$ cat src/rtl/booth_pkg.sv
// Shared types and constants for the booth operand feeder: FSM encoding,
// default operand width and the product-width helper.
package booth_pkg;

  typedef enum logic [1:0] {
    ST_IDLE      = 2'd0,
    ST_ISSUE     = 2'd1,
    ST_WAIT_ACK  = 2'd2,
    ST_WAIT_DONE = 2'd3
  } state_t;

  localparam int L_WORD_DEFAULT = 4;
  localparam int PROD_W_DEFAULT = 2 * L_WORD_DEFAULT;

  function automatic int prod_width(input int lw);
    return 2 * lw;
  endfunction

endpackage

$ cat src/rtl/booth_operand_feeder_if.sv
// Bus bundle between the feeder, its operand producer, the booth multiplier
// and the result consumer. master = feeder side, slave = environment side.
interface booth_operand_feeder_if
  import booth_pkg::*;
#(
  parameter int l_word = L_WORD_DEFAULT
);
  // Handshakes: a transfer happens on a rising edge where valid && ready;
  // valid holds with stable data until then. mul_ready is a level, not a handshake.
  logic                  in_valid;
  logic                  in_ready;
  logic [l_word-1:0]     in_word1;
  logic [l_word-1:0]     in_word2;
  logic                  mul_start;
  logic [l_word-1:0]     mul_word1;
  logic [l_word-1:0]     mul_word2;
  logic                  mul_ready;
  logic [2*l_word-1:0]   mul_product;
  logic                  res_valid;
  logic                  res_ready;
  logic [2*l_word-1:0]   res_product;

  modport master (
    input  in_valid, in_word1, in_word2, mul_ready, mul_product, res_ready,
    output in_ready, mul_start, mul_word1, mul_word2, res_valid, res_product
  );

  modport slave (
    output in_valid, in_word1, in_word2, mul_ready, mul_product, res_ready,
    input  in_ready, mul_start, mul_word1, mul_word2, res_valid, res_product
  );

endinterface

$ cat src/rtl/booth_operand_fifo.sv
// Small synchronous FIFO holding packed operand pairs. Registered storage,
// head readable combinationally; a push into an empty FIFO shows next cycle.
module booth_operand_fifo #(
  parameter int WIDTH = 8,
  parameter int DEPTH = 4
) (
  input  logic             clock,
  input  logic             reset,
  input  logic             push,
  input  logic             pop,
  input  logic [WIDTH-1:0] wdata,
  output logic [WIDTH-1:0] rdata,
  output logic             full,
  output logic             empty
);

  localparam int PTR_W = $clog2(DEPTH);
  localparam int CNT_W = $clog2(DEPTH) + 1;

  logic [WIDTH-1:0] mem_q [DEPTH];
  logic [WIDTH-1:0] mem_d [DEPTH];
  logic [PTR_W-1:0] wr_ptr_q, wr_ptr_d;
  logic [PTR_W-1:0] rd_ptr_q, rd_ptr_d;
  logic [CNT_W-1:0] count_q, count_d;
  logic             do_push, do_pop;

  assign full  = (count_q == CNT_W'(DEPTH));
  assign empty = (count_q == '0);
  assign rdata = mem_q[rd_ptr_q];

  always_comb begin
    do_push  = push && !full;
    do_pop   = pop && !empty;
    mem_d    = mem_q;
    wr_ptr_d = wr_ptr_q;
    rd_ptr_d = rd_ptr_q;
    if (do_push) begin
      mem_d[wr_ptr_q] = wdata;
      wr_ptr_d        = wr_ptr_q + 1'b1;
    end
    if (do_pop) begin
      rd_ptr_d = rd_ptr_q + 1'b1;
    end
    case ({do_push, do_pop})
      2'b10:   count_d = count_q + 1'b1;
      2'b01:   count_d = count_q - 1'b1;
      default: count_d = count_q;
    endcase
  end

  always_ff @(posedge clock) begin
    if (reset) begin
      for (int i = 0; i < DEPTH; i++) mem_q[i] <= '0;
      wr_ptr_q <= '0;
      rd_ptr_q <= '0;
      count_q  <= '0;
    end else begin
      mem_q    <= mem_d;
      wr_ptr_q <= wr_ptr_d;
      rd_ptr_q <= rd_ptr_d;
      count_q  <= count_d;
    end
  end

endmodule

$ cat src/rtl/booth_operand_feeder.sv
// Issue stage in front of booth_multiplier: buffers operand pairs, issues one at a
// time and holds the product in a result slot. Optional: BOOTH_ZERO_BYPASS_EN.
module booth_operand_feeder
  import booth_pkg::*;
#(
  parameter int l_word = L_WORD_DEFAULT,
  parameter int DEPTH  = 4
) (
  input  logic                          clock,
  input  logic                          reset,
  booth_operand_feeder_if.master        bus,
  output logic                          busy,
  output state_t                        dbg_state
);

  localparam int PW = prod_width(l_word);

  state_t            state_q, state_d;
  logic [l_word-1:0] mul_word1_q, mul_word1_d;
  logic [l_word-1:0] mul_word2_q, mul_word2_d;
  logic [PW-1:0]     res_product_q, res_product_d;
  logic              res_valid_q, res_valid_d;

  logic              fifo_push, fifo_pop, fifo_full, fifo_empty;
  logic [PW-1:0]     fifo_rdata;
  logic [l_word-1:0] head_word1, head_word2;

  assign fifo_push  = bus.in_valid && !fifo_full;
  assign head_word1 = fifo_rdata[PW-1:l_word];
  assign head_word2 = fifo_rdata[l_word-1:0];

  booth_operand_fifo #(
    .WIDTH (PW),
    .DEPTH (DEPTH)
  ) u_fifo (
    .clock (clock),
    .reset (reset),
    .push  (fifo_push),
    .pop   (fifo_pop),
    .wdata ({bus.in_word1, bus.in_word2}),
    .rdata (fifo_rdata),
    .full  (fifo_full),
    .empty (fifo_empty)
  );

  // The head is popped and latched on the IDLE->ISSUE edge, so during ISSUE the
  // operands and the start pulse reach the multiplier together.
  always_comb begin
    state_d       = state_q;
    mul_word1_d   = mul_word1_q;
    mul_word2_d   = mul_word2_q;
    res_product_d = res_product_q;
    res_valid_d   = res_valid_q;
    fifo_pop      = 1'b0;

    if (res_valid_q && bus.res_ready) res_valid_d = 1'b0;

    case (state_q)
      ST_IDLE: begin
        if (!fifo_empty && !res_valid_q) begin
`ifdef BOOTH_ZERO_BYPASS_EN
          if (head_word1 == '0 || head_word2 == '0) begin
            fifo_pop      = 1'b1;
            res_product_d = '0;
            res_valid_d   = 1'b1;
          end else
`endif
          if (bus.mul_ready) begin
            fifo_pop    = 1'b1;
            mul_word1_d = head_word1;
            mul_word2_d = head_word2;
            state_d     = ST_ISSUE;
          end
        end
      end
      ST_ISSUE:     state_d = ST_WAIT_ACK;
      ST_WAIT_ACK:  if (!bus.mul_ready) state_d = ST_WAIT_DONE;
      ST_WAIT_DONE: begin
        if (bus.mul_ready) begin
          res_product_d = bus.mul_product;
          res_valid_d   = 1'b1;
          state_d       = ST_IDLE;
        end
      end
      default:      state_d = ST_IDLE;
    endcase
  end

  always_ff @(posedge clock) begin
    if (reset) begin
      state_q       <= ST_IDLE;
      mul_word1_q   <= '0;
      mul_word2_q   <= '0;
      res_product_q <= '0;
      res_valid_q   <= 1'b0;
    end else begin
      state_q       <= state_d;
      mul_word1_q   <= mul_word1_d;
      mul_word2_q   <= mul_word2_d;
      res_product_q <= res_product_d;
      res_valid_q   <= res_valid_d;
    end
  end

  assign bus.in_ready    = !fifo_full;
  assign bus.mul_start   = (state_q == ST_ISSUE);
  assign bus.mul_word1   = mul_word1_q;
  assign bus.mul_word2   = mul_word2_q;
  assign bus.res_valid   = res_valid_q;
  assign bus.res_product = res_product_q;
  assign busy            = (state_q != ST_IDLE) || !fifo_empty;
  assign dbg_state       = state_q;

endmodule

$ cat src/flat_wrapper.sv
// flat-port wrapper written by rule: the top's interface ports become plain ports
module booth_operand_feeder_flat import booth_pkg::*;
#(
  parameter int l_word = L_WORD_DEFAULT,
  parameter int DEPTH  = 4
)
  (clock, reset, busy, dbg_state, bus_in_valid, bus_in_word1, bus_in_word2, bus_mul_ready, bus_mul_product, bus_res_ready, bus_in_ready, bus_mul_start, bus_mul_word1, bus_mul_word2, bus_res_valid, bus_res_product);
  booth_operand_feeder_if #(.l_word(l_word)) bus_i ();
  input  logic clock;
  input  logic reset;
  output logic busy;
  output state_t dbg_state;
  input wire logic [$bits(bus_i.in_valid)-1:0] bus_in_valid;
  input wire logic [$bits(bus_i.in_word1)-1:0] bus_in_word1;
  input wire logic [$bits(bus_i.in_word2)-1:0] bus_in_word2;
  input wire logic [$bits(bus_i.mul_ready)-1:0] bus_mul_ready;
  input wire logic [$bits(bus_i.mul_product)-1:0] bus_mul_product;
  input wire logic [$bits(bus_i.res_ready)-1:0] bus_res_ready;
  output wire logic [$bits(bus_i.in_ready)-1:0] bus_in_ready;
  output wire logic [$bits(bus_i.mul_start)-1:0] bus_mul_start;
  output wire logic [$bits(bus_i.mul_word1)-1:0] bus_mul_word1;
  output wire logic [$bits(bus_i.mul_word2)-1:0] bus_mul_word2;
  output wire logic [$bits(bus_i.res_valid)-1:0] bus_res_valid;
  output wire logic [$bits(bus_i.res_product)-1:0] bus_res_product;
  assign bus_i.in_valid = bus_in_valid;
  assign bus_i.in_word1 = bus_in_word1;
  assign bus_i.in_word2 = bus_in_word2;
  assign bus_i.mul_ready = bus_mul_ready;
  assign bus_i.mul_product = bus_mul_product;
  assign bus_i.res_ready = bus_res_ready;
  assign bus_in_ready = bus_i.in_ready;
  assign bus_mul_start = bus_i.mul_start;
  assign bus_mul_word1 = bus_i.mul_word1;
  assign bus_mul_word2 = bus_i.mul_word2;
  assign bus_res_valid = bus_i.res_valid;
  assign bus_res_product = bus_i.res_product;
  booth_operand_feeder #(.l_word(l_word), .DEPTH(DEPTH)) u_core (.clock(clock), .reset(reset), .bus(bus_i), .busy(busy), .dbg_state(dbg_state));
endmodule
$ cat config.mk
export PLATFORM = sky130hd
export DESIGN_NAME = booth_operand_feeder_flat
export DESIGN_NICKNAME = d
export VERILOG_FILES = /design/src/rtl/booth_pkg.sv /design/src/rtl/booth_operand_feeder_if.sv /design/src/rtl/booth_operand_fifo.sv /design/src/rtl/booth_operand_feeder.sv /design/src/flat_wrapper.sv
export SDC_FILE = /design/constraint.sdc
export NUM_CORES = 1
export LEC_CHECK = 0
export ABC_AREA = 1
export BUFFER_PORTS_ARGS = -buffer_cell sky130_fd_sc_hd__buf_2
export CAP_MARGIN = 30
export CORE_MARGIN = 5
export CORE_UTILIZATION = 27
export CTS_CLUSTER_SIZE = 12
export DETAILED_ROUTE_END_ITERATION = 7
export GPL_TIMING_DRIVEN = 0
export PLACE_DENSITY = 0.53
export RECOVER_POWER = 25
export SYNTH_ARGS = -nofsm -noshare
export SYNTH_HDL_FRONTEND = slang
export SYNTH_SLANG_ARGS = --single-unit
$ cat constraint.sdc
create_clock -name clock -period 6.4 [get_ports clock]
set_clock_uncertainty 0.15 [all_clocks]
set_input_delay 0.32 -clock clock [delete_from_list [all_inputs] [get_ports clock]]
set_output_delay 0.32 -clock clock [all_outputs]
set_load 0.03 [all_outputs]
==> metrics.yaml, run 1 <==
run_status:
  status: "complete, no violations"
layout:
  diodes: 0
  area_growth_pct: 21.5
  layout_commonest_cell: "nand2_1"
  finalNetCount: 459
  final_cell_mix: "nand2_1, nor2_1, dfxtp_1, inv_1, buf_2"
  drive_gt1_share_pct: 13.7
floorplanning:
  rows: 37
  dieArea_um2: 12400
  core_area_um2: 10100
  die_h_um: 111
  ioPinCount: 43
  die_w_um: 111
  initial_core_util_pct: 27.3
logic_synthesis:
  syn_nets: 407
  synth_area_um2: 2770
  yosysUniqueCellTypes: 23
  ys_warn_count: 0
  ys_ff_latch: 58
  yosysSeqAreaShare_pct: 42.0
  syn_inst: 375
  avgSynthCellArea_um2: 7.38
route:
  wl_per_cell_um: 12.6
  drc: 0
  drtIter0Drc: 120
  firstDrtPassIters: 5
  final_antenna_net_count: 0
  vias_per_cell: 4.44
  vias: 2522
  drt_wl_total_um: 7140
global_routing:
  grt_start_max_net_pins: 11
  grt_pass1_vias: 2491
  met3_usage_pct: 4.31
  grt_busiest_layer: "met2"
  gr-total-overflow: 0
  antenna_found_initial: 0
  grt_pass1_wl_um: 11800
  met2_usage_pct: 20.3
  grt_use_met1_pct: 14.3
  track_usage_pct: 12.1
clock_network:
  cts_hold_buf: 0
  cts_resized: 0
  path_clk_slew_ps: 60
  cts_num_sinks: 58
  postCtsSetupRepairBufs: 0
  cts_max_level: 3
  root_buffer: "clkbuf_8"
  cts_tree: "yes"
  cts_buffer_depth: 2
  clock_latency_ps: 350
  cts_buffers: 9
critical_path:
  worst-path-max-fanout: 10
  cp.arrival_ps: 2630
  path_buf_inv: 5
  crit_family: "adder cells"
  required_ps: 6480
  slowest_stage: "fa_1"
  worstPathCellList: "inv_1 > ha_1 > nand2_1 > inv_1 > nand3_1 > inv_1 > buf_6 > ha_1 > inv_1 > fa_1 > nand2_1 > nand3_1 > o21ai_0 > a21oi_1"
  cp-end-kind: "flop"
  critPathMostFrequentCell: "inv_1"
  critPathKind: "reg2reg"
  cp_slowest_stage_delay_ps: 450
  critPathLaunchType: "flop"
  r2r_setup_slack_ps: 3850
timing:
  setup_viol: 0
  fin_crit_sh_pct: 39.8
  setup_tns_ps: 0
  worst_pin_slew_ps: 622
  finalCriticalPeriod_ps: 2550
  slew_headroom_pct: 58.6
  rsz0062_at_grt: "no"
  worst_slack_ps: 3850
  max_freq_mhz: 393
  hold_viol: 0
  slew_viol_final: 0
  fin_hold_ws_ps: 74.5
placed_design:
  dp_hpwl_um: 5290
  gp_congestion: 0.856
  pre_cts_ws_ps: 3860
  portBuffers: 41
power_and_ir_drop:
  vdd.ir_drop.worst_mv: 0.235
  power_density_nw_per_um2: 405
  p_leak_nw: 1.54
  power_w: 0.00136
min_path:
  hp-class: "in2reg"
job:
  maxCapViolCount: 0
-- sequential cells by signal, summed over array words and instances (netlist names) --
signal and flops:
u_core.bus.mul_word1 4, u_core.bus.mul_word2 4, u_core.bus.res_valid 1, u_core.dbg_state 2
u_core.u_fifo.count_q 3, u_core.bus.res_product 8, u_core.u_fifo.rd_ptr_q 2, u_core.u_fifo.wr_ptr_q 2
u_core.u_fifo.mem_q 32
-- synthesized netlist by cell type (all sizes together) --
cell     n  area share (%)
nand2   88              12
nor2    74              10
dfxtp   58              42
inv     34             4.6
a21oi   25             4.5
buf     16             4.4
nand4   16             3.6
o211ai  16             4.3
o21ai   13             2.4
ha      10             4.5
nand3    9             3.0
o21bai   8             2.2
clkbuf   5            0.72
clkinv   1            0.14
fa       1            0.72
xor2     1            0.32
-- final cells by class --
type | count | area [um^2]
Buffer | 21 | 139
Clock buffer | 11 | 141
Clock inverter | 5 | 125
Fill cell | 1130 | 6780
Inverter | 35 | 131
Multi-Input combinational cell | 261 | 1310
Sequential cell | 58 | 1160
Tap cell | 136 | 170
Timing Repair Buffer | 41 | 185
-- path summary, 6_finish.rpt --
| kind | from | end | cells after the start |
|---|---|---|---|
| max | u_core.dbg_state[1] | u_core.u_fifo.count_q[2] | 14 |
| min | bus_mul_product[5] | u_core.bus.res_product[5] | 3 |
| max reg2reg | u_core.dbg_state[1] | u_core.u_fifo.count_q[2] | 14 |
| min reg2reg | u_core.u_fifo.mem_q[31] | u_core.u_fifo.mem_q[31] | 2 |
-- cells by family (layout without fill, tap and decap cells) --
| family | after synthesis | count (layout) | share of synthesized area, % |
|---|---|---|---|
| and+or+nand+nor | 187 | 187 | 29.2 |
| AOI/OAI and AO/OA | 62 | 62 | 13.4 |
| DFF | 58 | 58 | 42.0 |
| buffers and inverters | 56 | 113 | 9.90 |
| adders and majority gates | 11 | 11 | 5.24 |
| xor gates and xnor gates | 1 | 1 | 0.317 |
-- layer usage --
layer  up-vias  routed length [um]
li1       1316                   -
met1      1126                3240
met2        68                3330
met3        12                 454
met4         0                 116
met5         -                   0
-- metrics by stage --
stage	util, %	area (um^2)	cells
floorplan	-	2770	375
global placement	31.0	3140	552
detailed placement	31.0	3140	552
CTS	33.6	3410	568
global route	33.2	3360	568
finish	33.2	3360	568
-- worst register-to-register path, stage by stage (launching register included) --
cell and delay [ps]:
dfxtp_1 350, inv_1 110, ha_1 230, nand2_1 70, inv_1 50, nand3_1 120
inv_1 110, buf_6 150, ha_1 170, inv_1 70, fa_1 450, nand2_1 90
nand3_1 90, o21ai_0 150, a21oi_1 50
-- where the power goes --
group	switching, W	internal [W]
Combinational	0.000308	0.000146
Clock	0.000151	0.000308
Sequential	0.0000303	0.000419
Power figures use the tool's default switching activity.
==> run 2: changes to the inputs <==
Settings changed: ABC_AREA 1 to 0.
Clock period 6.4 ns to 2.35 ns, I/O delays scaled along.
==> run 2 against run 1 <==
Against the previous run: the flow now finishes with violations (negative setup slack); final cell count down 11%; register-to-register slack worse by 3900 ps; area after synthesis down 5.3%.
==> metrics.yaml, run 2 <==
global_routing:
  grt_pass1_wl_um: 10400
  met2_usage_pct: 18.0
  grt_pass1_vias: 2053
  antenna_found_initial: 0
  gr-total-overflow: 0
  met3_usage_pct: 3.28
  grt_start_max_net_pins: 12
  grt_use_met1_pct: 14.8
  grt_busiest_layer: "met2"
  track_usage_pct: 11.6
layout:
  fin_cells: 505
  fin_util_pct: 35.7
  diodes: 0
  nFillCells: 1049
  largest_register_ffs: 32
  final_cell_mix: "nand2_1, dfxtp_1, a21oi_1, buf_2, clkbuf_1"
  regMostFlops: "u_core.u_fifo.mem_q"
  finalNetCount: 399
  multiInputGateArea_um2: 1340
  layout_commonest_cell: "nand2_1"
  drive_gt1_share_pct: 26.9
  area_growth_pct: 31.5
  register_area_um2: 1170
critical_path:
  reg2reg_from: "u_core.dbg_state[0]"
  required_ps: 2470
  startpoint: "u_core.dbg_state[0]"
  critPathKind: "reg2reg"
  critPathLaunchType: "flop"
  worst-path-max-fanout: 3
  cp.arrival_ps: 2500
  worstPathCellList: "inv_4 > ha_4 > nand2_1 > or3_4 > inv_12 > ha_4 > inv_2 > fa_2 > xor2_1 > or3_1 > a21oi_2"
  critPathMostFrequentCell: "ha_4"
  cp_slowest_stage_delay_ps: 420
  crit_family: "simple AND/OR/NAND/NOR gates"
  slowest_stage: "or3_4"
  cp-end-kind: "flop"
  path_buf_inv: 3
timing:
  slew_headroom_pct: 57.0
  hold_viol: 0
  slew_viol_final: 0
  finalCriticalPeriod_ps: 2390
  rsz0062_at_grt: "yes"
  worst_slack_ps: -36.7
  fin_crit_sh_pct: 102
  worst_pin_slew_ps: 646
  setup_viol: 1
  max_freq_mhz: 419
  fin_hold_ws_ps: 58.9
logic_synthesis:
  ys_warn_count: 0
  synth.area.mux_share_pct: 7.26
  synth_top_family_by_area: "simple AND/OR/NAND/NOR gates"
  synth-async-reset-ratio_pct: 0
  synth_common_cells: "nand2_1, dfxtp_1, a21oi_1"
  synth_most_common_cell: "nand2_1"
  yosysSeqAreaShare_pct: 44.3
  yosysUniqueCellTypes: 32
  avgSynthCellArea_um2: 8.88
  syn_inst: 295
  synth.area.top_cells: "dfxtp_1, nand2_1, a21oi_1"
  synth-adder-area-share_pct: 5.54
  synth_top_area_share_pct: 44.3
  synth_area_um2: 2620
  syn_nets: 327
  synth_xor_area_share_pct: 1.34
  synth_compound_area_share_pct: 13.1
  ys.flop_type: "dfxtp_1"
  synth_area_leader_cell: "dfxtp_1"
  ys_ff_latch: 58
  synth_edf_count: 0
  yosys.area_share.simple_pct: 22.2
floorplanning:
  initial_core_util_pct: 27.2
  core_area_um2: 9640
  rows: 36
  dieArea_um2: 11800
  die_w_um: 109
  ioPinCount: 43
  die_h_um: 109
placed_design:
  dp_hpwl_um: 4390
  dp_cells: 468
  gp_congestion: 0.751
  portBuffers: 40
power_and_ir_drop:
  p_leak_nw: 1.23
  power_density_nw_per_um2: 945
  vdd.ir_drop.worst_mv: 0.283
job:
  maxCapViolCount: 0
route:
  drt_wl_total_um: 6430
  firstDrtPassIters: 4
  final_antenna_net_count: 0
  wl_per_cell_um: 12.7
  drtIter0Drc: 105
  drc: 0
  vias: 2202
  vias_per_cell: 4.36
min_path:
  hp-class: "in2reg"
  hp-start: "reset"
clock_network:
  cts_tree: "yes"
  path_clk_slew_ps: 60
  root_buffer: "clkbuf_8"
  cts_max_level: 3
  cts_buffers: 9
  clock_latency_ps: 340
  cts_buffer_depth: 2
  cts_num_sinks: 58
run_status:
  status: "finished, violations left"
  violations: "negative setup slack"
==> run 2: tightest hold or removal path, delay by kind of cell <==
| kind | cells | cell delay (ps) |
|---|---|---|
| buf+inv | 1 | 210 |
| compound gates | 2 | 180 |
==> run 2: kinds of logic after synthesis <==
family	after synthesis
and+or+nand+nor	126
DFF	58
muxes	9
AOI/OAI and AO/OA	60
xor gates and xnor gates	4
adders and majority gates	11
buffers and inverters	27
==> run 2: per-stage QoR <==
stage / total power [W] / TNS [ps] / instance area (um^2) / setup slack [ps]
2_1_floorplan: 0.00196 / -294 / 2660 / -213
3_3_place_gp: 0.00218 / -397 / 3030 / -266
3_5_place_dp: 0.00219 / -462 / 3030 / -299
4_1_cts: 0.00329 / -94.5 / 3450 / -94.5
5_1_grt: 0.00345 / -120 / 3450 / -120
6_report: 0.00326 / -36.7 / 3450 / -36.7
==> run 2: report_power, final <==
part / internal [W] / leakage [nW] / switching, W
Clock: 0.000639 / 0.117 / 0.000411
Sequential: 0.00109 / 0.472 / 0.0000712
Combinational: 0.000442 / 0.646 / 0.000602
Total: 0.00217 / 1.23 / 0.00109
==> run 2: path summary, 6_finish.rpt <==
| kind | to | slack (ps) | depth (start not counted) |
|---|---|---|---|
| setup / recovery | u_core.u_fifo.count_q[2] | -40 | 11 |
| hold / removal | u_core.dbg_state[0] | 60 | 3 |
| setup reg to reg | u_core.u_fifo.count_q[2] | -40 | 11 |
| hold reg to reg | u_core.u_fifo.mem_q[17] | 310 | 2 |
==> run 2: routing by layer <==
layer | vias to the layer above | part of all wire, %
met5 | - | 0
met4 | 0 | 1.6
met3 | 7 | 5.6
met1 | 1024 | 46
li1 | 1128 | -
met2 | 43 | 46
==> run 2: area by class of cell <==
class,count,share of cell area (%)
sequential,58,34.0
clock inverter,3,1.23
tap,133,4.83
inverter,8,1.38
buffer,17,2.83
clock buffer,13,5.52
multi-input combinational,210,38.8
timing repair buffer,63,11.5
==> run 2: what timing repair did <==
item	in CTS	in global routing
gates resized for setup	2	5
hold endpoints to repair	41	0
hold buffers	17	0
cloned	0	0
setup endpoints to repair	2	2
pin swaps	1	0
setup buffers	5	1
